<file path="src/rtl/div_iter.sv">
// Iterative radix-2 restoring divider for the EX stage (DIV/DIVU).
// Result is {remainder, quotient}; stallreq holds the pipe while busy.
module div_iter #(
   parameter int W = 32
) (
   input  logic           clk,
   input  logic           rst,
   input  logic           start,
   input  logic           signed_div,
   input  logic [W-1:0]   div_a,
   input  logic [W-1:0]   div_b,
   input  logic           annul,
   output logic [2*W-1:0] result,
   output logic           ready,
   output logic           stallreq
);

   localparam int CW = $clog2(W + 1);

   typedef enum logic [1:0] {
      S_IDLE,
      S_DBZ,
      S_ON,
      S_END
   } state_t;

   state_t         state_q, state_d;
   logic [CW-1:0]  cnt_q, cnt_d;
   logic [W:0]     rem_q, rem_d;
   logic [W-1:0]   quo_q, quo_d;
   logic [W-1:0]   dvs_q, dvs_d;
   logic           negq_q, negq_d;
   logic           negr_q, negr_d;
   logic [2*W-1:0] res_q, res_d;
   logic           rdy_q, rdy_d;
   logic           blk_q, blk_d;

   logic [W-1:0]   abs_a, abs_b;
   logic [W+1:0]   shifted, trial;
   logic [W:0]     rem_n;
   logic [W-1:0]   quo_n;
   logic [W-1:0]   q_fix, r_fix;
   logic           qbit;

   // Magnitudes, one restoring step, and the sign fixup of the final step
   always_comb begin
      abs_a   = (signed_div & div_a[W-1]) ? -div_a : div_a;
      abs_b   = (signed_div & div_b[W-1]) ? -div_b : div_b;
      shifted = {rem_q, quo_q[W-1]};
      trial   = shifted - {2'b00, dvs_q};
      qbit    = ~trial[W+1];
      rem_n   = qbit ? trial[W:0] : shifted[W:0];
      quo_n   = {quo_q[W-2:0], qbit};
      q_fix   = negq_q ? -quo_n : quo_n;
      r_fix   = negr_q ? -rem_n[W-1:0] : rem_n[W-1:0];
   end

   // Next-state and datapath control; annul overrides everything
   always_comb begin
      state_d = state_q;
      cnt_d   = cnt_q;
      rem_d   = rem_q;
      quo_d   = quo_q;
      dvs_d   = dvs_q;
      negq_d  = negq_q;
      negr_d  = negr_q;
      res_d   = res_q;
      rdy_d   = rdy_q;
      blk_d   = blk_q;
      case (state_q)
         S_IDLE: begin
            if (!start) blk_d = 1'b0;
            if (start && !blk_q) begin
               if (div_b == '0) begin
                  state_d = S_DBZ;
               end else begin
                  state_d = S_ON;
                  cnt_d   = '0;
                  rem_d   = '0;
                  quo_d   = abs_a;
                  dvs_d   = abs_b;
                  negq_d  = signed_div & (div_a[W-1] ^ div_b[W-1]);
                  negr_d  = signed_div & div_a[W-1];
               end
            end
         end
         S_DBZ: begin
            state_d = S_END;
            res_d   = '0;
            rdy_d   = 1'b1;
         end
         S_ON: begin
            rem_d = rem_n;
            quo_d = quo_n;
            cnt_d = cnt_q + CW'(1);
            if (cnt_q == CW'(W - 1)) begin
               state_d = S_END;
               res_d   = {r_fix, q_fix};
               rdy_d   = 1'b1;
            end
         end
         S_END: begin
            if (!start) begin
               state_d = S_IDLE;
               res_d   = '0;
               rdy_d   = 1'b0;
            end
         end
         default: state_d = S_IDLE;
      endcase
      if (annul) begin
         state_d = S_IDLE;
         cnt_d   = '0;
         res_d   = '0;
         rdy_d   = 1'b0;
         blk_d   = 1'b1;
      end
   end

   // State and datapath registers with synchronous reset
   always_ff @(posedge clk) begin
      if (rst) begin
         state_q <= S_IDLE;
         cnt_q   <= '0;
         rem_q   <= '0;
         quo_q   <= '0;
         dvs_q   <= '0;
         negq_q  <= 1'b0;
         negr_q  <= 1'b0;
         res_q   <= '0;
         rdy_q   <= 1'b0;
         blk_q   <= 1'b0;
      end else begin
         state_q <= state_d;
         cnt_q   <= cnt_d;
         rem_q   <= rem_d;
         quo_q   <= quo_d;
         dvs_q   <= dvs_d;
         negq_q  <= negq_d;
         negr_q  <= negr_d;
         res_q   <= res_d;
         rdy_q   <= rdy_d;
         blk_q   <= blk_d;
      end
   end

   assign result   = res_q;
   assign ready    = rdy_q;
   assign stallreq = start & ~rdy_q;

endmodule

</file>
<file path="config.mk">
export PLATFORM = sky130hd
export DESIGN_NAME = div_iter
export DESIGN_NICKNAME = d
export VERILOG_FILES = /design/src/rtl/div_iter.sv
export SDC_FILE = /design/constraint.sdc
export NUM_CORES = 1
export LEC_CHECK = 0
export ABC_AREA = 1
export BUFFER_PORTS_ARGS = -buffer_cell sky130_fd_sc_hd__buf_2
export CELL_PAD_IN_SITES_DETAIL_PLACEMENT = 0
export CELL_PAD_IN_SITES_GLOBAL_PLACEMENT = 1
export CORE_ASPECT_RATIO = 1.1
export CORE_MARGIN = 2
export CORE_UTILIZATION = 38
export CTS_BUF_LIST = sky130_fd_sc_hd__clkbuf_16
export DETAILED_ROUTE_END_ITERATION = 12
export PLACE_DENSITY = 0.88
export SLEW_MARGIN = 5
export SYNTH_ARGS = -nofsm -noshare
export SYNTH_HDL_FRONTEND = slang
export SYNTH_SLANG_ARGS = --single-unit
</file>
<file path="constraint.sdc">
create_clock -name clk -period 3.6 [get_ports clk]
set_input_delay 0.18 -clock clk [delete_from_list [all_inputs] [get_ports clk]]
set_output_delay 0.18 -clock clk [all_outputs]
set_load 0.02 [all_outputs]
</file>
# == Word level (Yosys, flattened, before mapping) ==
# Index checks and enable logic that the tools add are counted.
# word_totals
register_bits,173
inputBits,69
# op_classes
n_eq_ne,9
reduce_logical,13
bitwise_logic,8
n_mux,27
addsub,6
# op_table
operator,n
32-bit two-way mux,6
64-bit one-hot mux with 3 select lines,1
64-bit two-way mux,2
32-bit negation,4
33-bit two-way mux,3
33-bit one-hot mux with 2 select lines,1
32-bit one-hot mux with 2 select lines,1
34-bit by 32-bit subtractor with 34-bit output,1
32-bit zero test,1
6-bit two-way mux,2
6-bit one-hot mux with 2 select lines,1
3-bit AND reduction,4
2-bit two-way mux,4
"2-bit inequality test, second input constant",4
2-bit one-hot mux with 4 select lines,1
"6-bit by 1-bit adder with 6-bit output, second input constant",1
"6-bit by 5-bit equality test with 1-bit output, second input constant",1
1-bit bitwise AND,4
"2-bit equality test, second input constant",2
1-bit two-way mux,4
2-bit nonzero test,2
1-bit NOT,3
1-bit one-hot mux with 3 select lines,1
3-bit nonzero test,1
8 further kinds,8

# == Logic depth before layout (Yosys ltp) ==
# logic_depth
ltp_word,6
mapped_depth,28
ltp_nobuf,27

# == Least setup slack after synthesis ==
# No wires, ideal clock.
# synth_timing
path_kind,register to register
startpoint,register rem_q[2]
endpoint,register res_q[26] (netlist: result[26])
arrival_ns,3.676
stages_incl_launch_ff,27
t_required_ns,3.468
setup_slack_ns,-0.208
path_cell_list,dfxtp_1 > ha_1 > nand2_2 > inv_2 > nand2_1 > nand2_1 > nand2_1 > nand3_2 > nand2_2 > nand2_2 > nand2_4 > nand3_2 > nand2_4 > buf_2 > ha_1 > inv_1 > nor3_1 > and3_1 > nand2_1 > nor3_1 > nand4_1 > nor4_1 > nor2_1 > a21oi_1 > a21oi_1 > o21ai_0 > a21oi_1
# synth_via
elab_chain_len,6
# synth_rtl
item,line_no,rtl
start: declaration,29,"logic [W:0] rem_q, rem_d;"
start signal: assignment,136,rem_q <= rem_d;
34-bit by 32-bit subtractor with 34-bit output,50,"trial = shifted - {2'b00, dvs_q};"
1-bit NOT,51,qbit = ~trial[W+1];
32-bit negation,54,q_fix = negq_q ? -quo_n : quo_n;
32-bit two-way mux,54,
64-bit two-way mux,96,if (cnt_q == CW'(W - 1)) begin
64-bit one-hot mux with 3 select lines,70,case (state_q)
end signal: assignment,141,res_q <= res_d;
end: declaration,34,"logic [2*W-1:0] res_q, res_d;"
# No other way between the ends. The select of a mux whose other input is x is not followed.
# A chain may end at the register's enable or synchronous reset.

# == Worst setup path after layout ==
# layout_timing
startpoint,register dvs_q[5]
endpoint,register res_q[26] (netlist: result[26])
# layout_via
elab_chain_len,6
# layout_rtl
item,line_no,rtl
start: declaration,31,"logic [W-1:0] dvs_q, dvs_d;"
start signal: assignment,138,dvs_q <= dvs_d;
34-bit by 32-bit subtractor with 34-bit output,50,
1-bit NOT,51,
32-bit negation,54,
32-bit two-way mux,54,
64-bit two-way mux,96,
64-bit one-hot mux with 3 select lines,70,
# No other way between the ends. The select of a mux whose other input is x is not followed.

==> flow_summary.json <==
{
  "io_buffers": 134,
  "n_antenna_cell": 0,
  "die_h_um": 194,
  "p_leak_nw": 7.17,
  "rsz0062_at_grt": "true",
  "avgSynthCellArea_um2": 6.13,
  "post-route-util": 0.478,
  "root_buffer": "clkbuf_16",
  "layoutNonFillerInstCount": 2652,
  "ys_warn_count": 0,
  "start_util": 0.386,
  "status": "finished, final reports clean",
  "layout_min_cycle_time_ns": 3.52,
  "required_ns": 3.91,
  "worst_slew_pin_slew_ns": 1.01,
  "ios": 135,
  "timing.final.crit_share": 0.978,
  "die_w_um": 177,
  "synth-edff-count": 0,
  "wl_per_cell_um": 17.2,
  "rows": 69,
  "dpl.hpwl_um": 35500,
  "setup_violations": 0,
  "worst-setup-path-type": "reg -> reg",
  "htreeDepth": 4,
  "drive_above_1_share": 0.210,
  "synth_cell_types": 53,
  "relSlewSlack": 0.328,
  "finalMaxSlewViolations": 0,
  "synthFlopType": "dfxtp_1",
  "grt_start_max_net_pins": 56,
  "worstSetupStartpoint": "dvs_q[5]",
  "crit_arrival_ns": 3.83,
  "syn_nets": 2141,
  "viasPerCell": 5.23,
  "grt_pass1_vias": 13200,
  "power_density_mw_per_mm2": 349,
  "placed_cells": 2600,
  "drv_cap": 0,
  "routed_wl_um": 45600,
  "cts_tree": "built",
  "numCtsBuffers": 17,
  "grt_pass1_wl_um": 71600,
  "cts_max_path_buffers": 2,
  "reg2reg_depth": 25,
  "dieArea_mm2": 0.0343,
  "clkSinkCount": 173,
  "grt.total_usage": 0.265,
  "synth_area_mm2": 0.0125,
  "worstSetupEndpointType": "flip-flop",
  "timing.rr.end": "result[26]",
  "ant_nets": 0,
  "clk_latency_ns": 0.45,
  "synth-seq-cells": 173,
  "via_count": 13900,
  "synth-async-reset-ratio": 0,
  "critPathMaxFanout": 4,
  "gr-total-overflow": 0,
  "synthToLayoutAreaGrowth_pct": 23.8,
  "dr.first_iter.drc_count": 1010,
  "holdCritStartpoint": "div_b[0]",
  "antenna_found_initial": 1,
  "fin_skew_ns": 0.0127,
  "max_freq_mhz": 284,
  "drt_pass1_iterations": 6,
  "clk_pin_slew_ns": 0.07,
  "routabilityCongestion": 0.978,
  "max-vdd-ir-drop_v": 0.000262,
  "cp-start-kind": "flip-flop",
  "reg2reg_setup_slack_ns": 0.08,
  "remaining_drc_errors": 0,
  "hold_violations": 0,
  "crit_end": "result[26]",
  "seq_area_frac_synth": 0.278,
  "layout.nets": 2323,
  "postSynthCellCount": 2031,
  "regToRegStartpoint": "dvs_q[5]",
  "core_mm2": 0.0323,
  "hp-class": "in -> reg"
}
[final cells by class]
type / instances / area, µm²
Timing Repair Buffer: 238 / 1490
Clock buffer: 17 / 425
Tap cell: 426 / 533
Clock inverter: 15 / 154
Inverter: 217 / 817
Sequential cell: 173 / 3510
Multi-Input combinational cell: 1566 / 8490
Fill cell: 3369 / 16900
[stage by stage]
step	hold WS, ns	TNS, ns	power [mW]	setup slack (ns)	cell area (µm²)
finish	0.0358	0	5.38	0.0777	15400
floorplan	0.314	0	2.91	0.0251	12500
global route	0.0450	-0.485	5.63	-0.157	15400
detailed placement	0.413	0	3.35	0.0170	14000
global placement	0.409	0	3.34	0.0869	14000
CTS	0.0227	0	5.25	0.0118	14600
[cell families after synthesis]
family / after synthesis / share of synthesized area
simple gates: 1014 / 0.347
fa+ha+maj: 41 / 0.0418
xor+xnor: 79 / 0.0555
compound gates: 432 / 0.186
buf+inv: 292 / 0.0917
flops: 173 / 0.278
[critical path: stages (launching register included)]
cell and delay, ns:
dfxtp_1 0.33, inv_1 0.08, ha_4 0.27, nand2_2 0.07, nor2_4 0.15, nand3_2 0.08
nand3_2 0.10, nand2_2 0.07, nand2_4 0.07, nand2_4 0.07, nand2_4 0.09, nand2_4 0.06
nand2_4 0.10, ha_4 0.14, inv_4 0.04, nor3_4 0.16, and3_4 0.22, nand2_4 0.06
nor3_4 0.18, nand4_1 0.16, nor4_4 0.40, nor2_2 0.11, a21oi_2 0.15, a21oi_1 0.07
o21ai_0 0.08, a21oi_1 0.08
[cells in the mapped netlist (all sizes together), types with 2 or more instances]
master	n	area (µm²)
nand2	607	2380
a21oi	222	1140
inv	214	803
nor2	198	778
dfxtp	173	3460
o21ai	160	812
nand3	122	626
clkbuf	58	218
xor2	45	394
ha	40	500
xnor2	34	298
nor3	33	181
nand4	23	144
buf	17	110
a31oi	12	75.1
nand3b	11	82.6
a211oi	8	60.1
o211ai	8	60.1
nor4	7	43.8
or2	7	43.8
o21bai	6	45.0
nor3b	4	30.0
a21o	3	22.5
clkinv	3	11.3
a41oi	2	17.5
o21a	2	15.0
o22ai	2	12.5
o31ai	2	15.0
[worst min path at each step]
stage	endpoint	depth (start not counted)
after floorplan	blk_q	2
after global placement	blk_q	2
after detailed placement	blk_q	2
after CTS	dvs_q[0]	3
after global routing	dvs_q[1]	3
final	dvs_q[0]	3
[where the power goes]
| part | switching, mW | leakage, nW | total (mW) | internal (mW) |
|---|---|---|---|---|
| sequential | 0.0773 | 1.42 | 2.07 | 1.99 |
| clock | 0.938 | 0.290 | 1.92 | 0.982 |
| combinational | 0.903 | 5.46 | 1.39 | 0.487 |
[what timing repair did]
action,4_1_cts,5_1_grt
hold buffers,2,0
setup buffers,0,19
endpoints found under the hold margin,1,0
gates cloned,0,0
pin swaps,0,42
endpoints found under the setup margin,2,32
resized for setup,1,153
[registers in the layout, summed over array words and instances (netlist names)]
register and count:
state_q 2, negr_q 1, blk_q 1, ready 1, quo_q 32, negq_q 1, rem_q 33, dvs_q 32
cnt_q 6, result 64
[layout by cell type, fill, tap and decap left out, types with 6 or more instances in the layout]
cell and count:
a211oi_1 8, a21oi_1 207, a21oi_2 12, a31oi_1 12
buf_2 134, buf_4 99, clkbuf_16 17, dfxtp_1 142
dfxtp_2 29, ha_1 10, ha_4 29, inv_1 189
inv_2 23, inv_6 6, nand2_1 550, nand2_2 47
nand2_4 10, nand3_1 113, nand3_2 8, nand3b_1 11
nand4_1 23, nor2_1 181, nor2_2 10, nor2_4 7
nor3_1 28, nor4_1 6, o211ai_1 8, o21ai_0 145
o21ai_1 11, o21bai_1 6, or2_2 6, xnor2_1 34
xor2_1 45
[per-layer routing]
| metal | share of wire | GRT usage |
|---|---|---|
| met1 | 0.44 | 0.349 |
| met2 | 0.47 | 0.440 |
| met3 | 0.054 | 0.0396 |
| met4 | 0.031 | 0.0882 |
| met5 | 0.00028 | 0 |
Note: power is estimated with default switching activity, not from simulation.
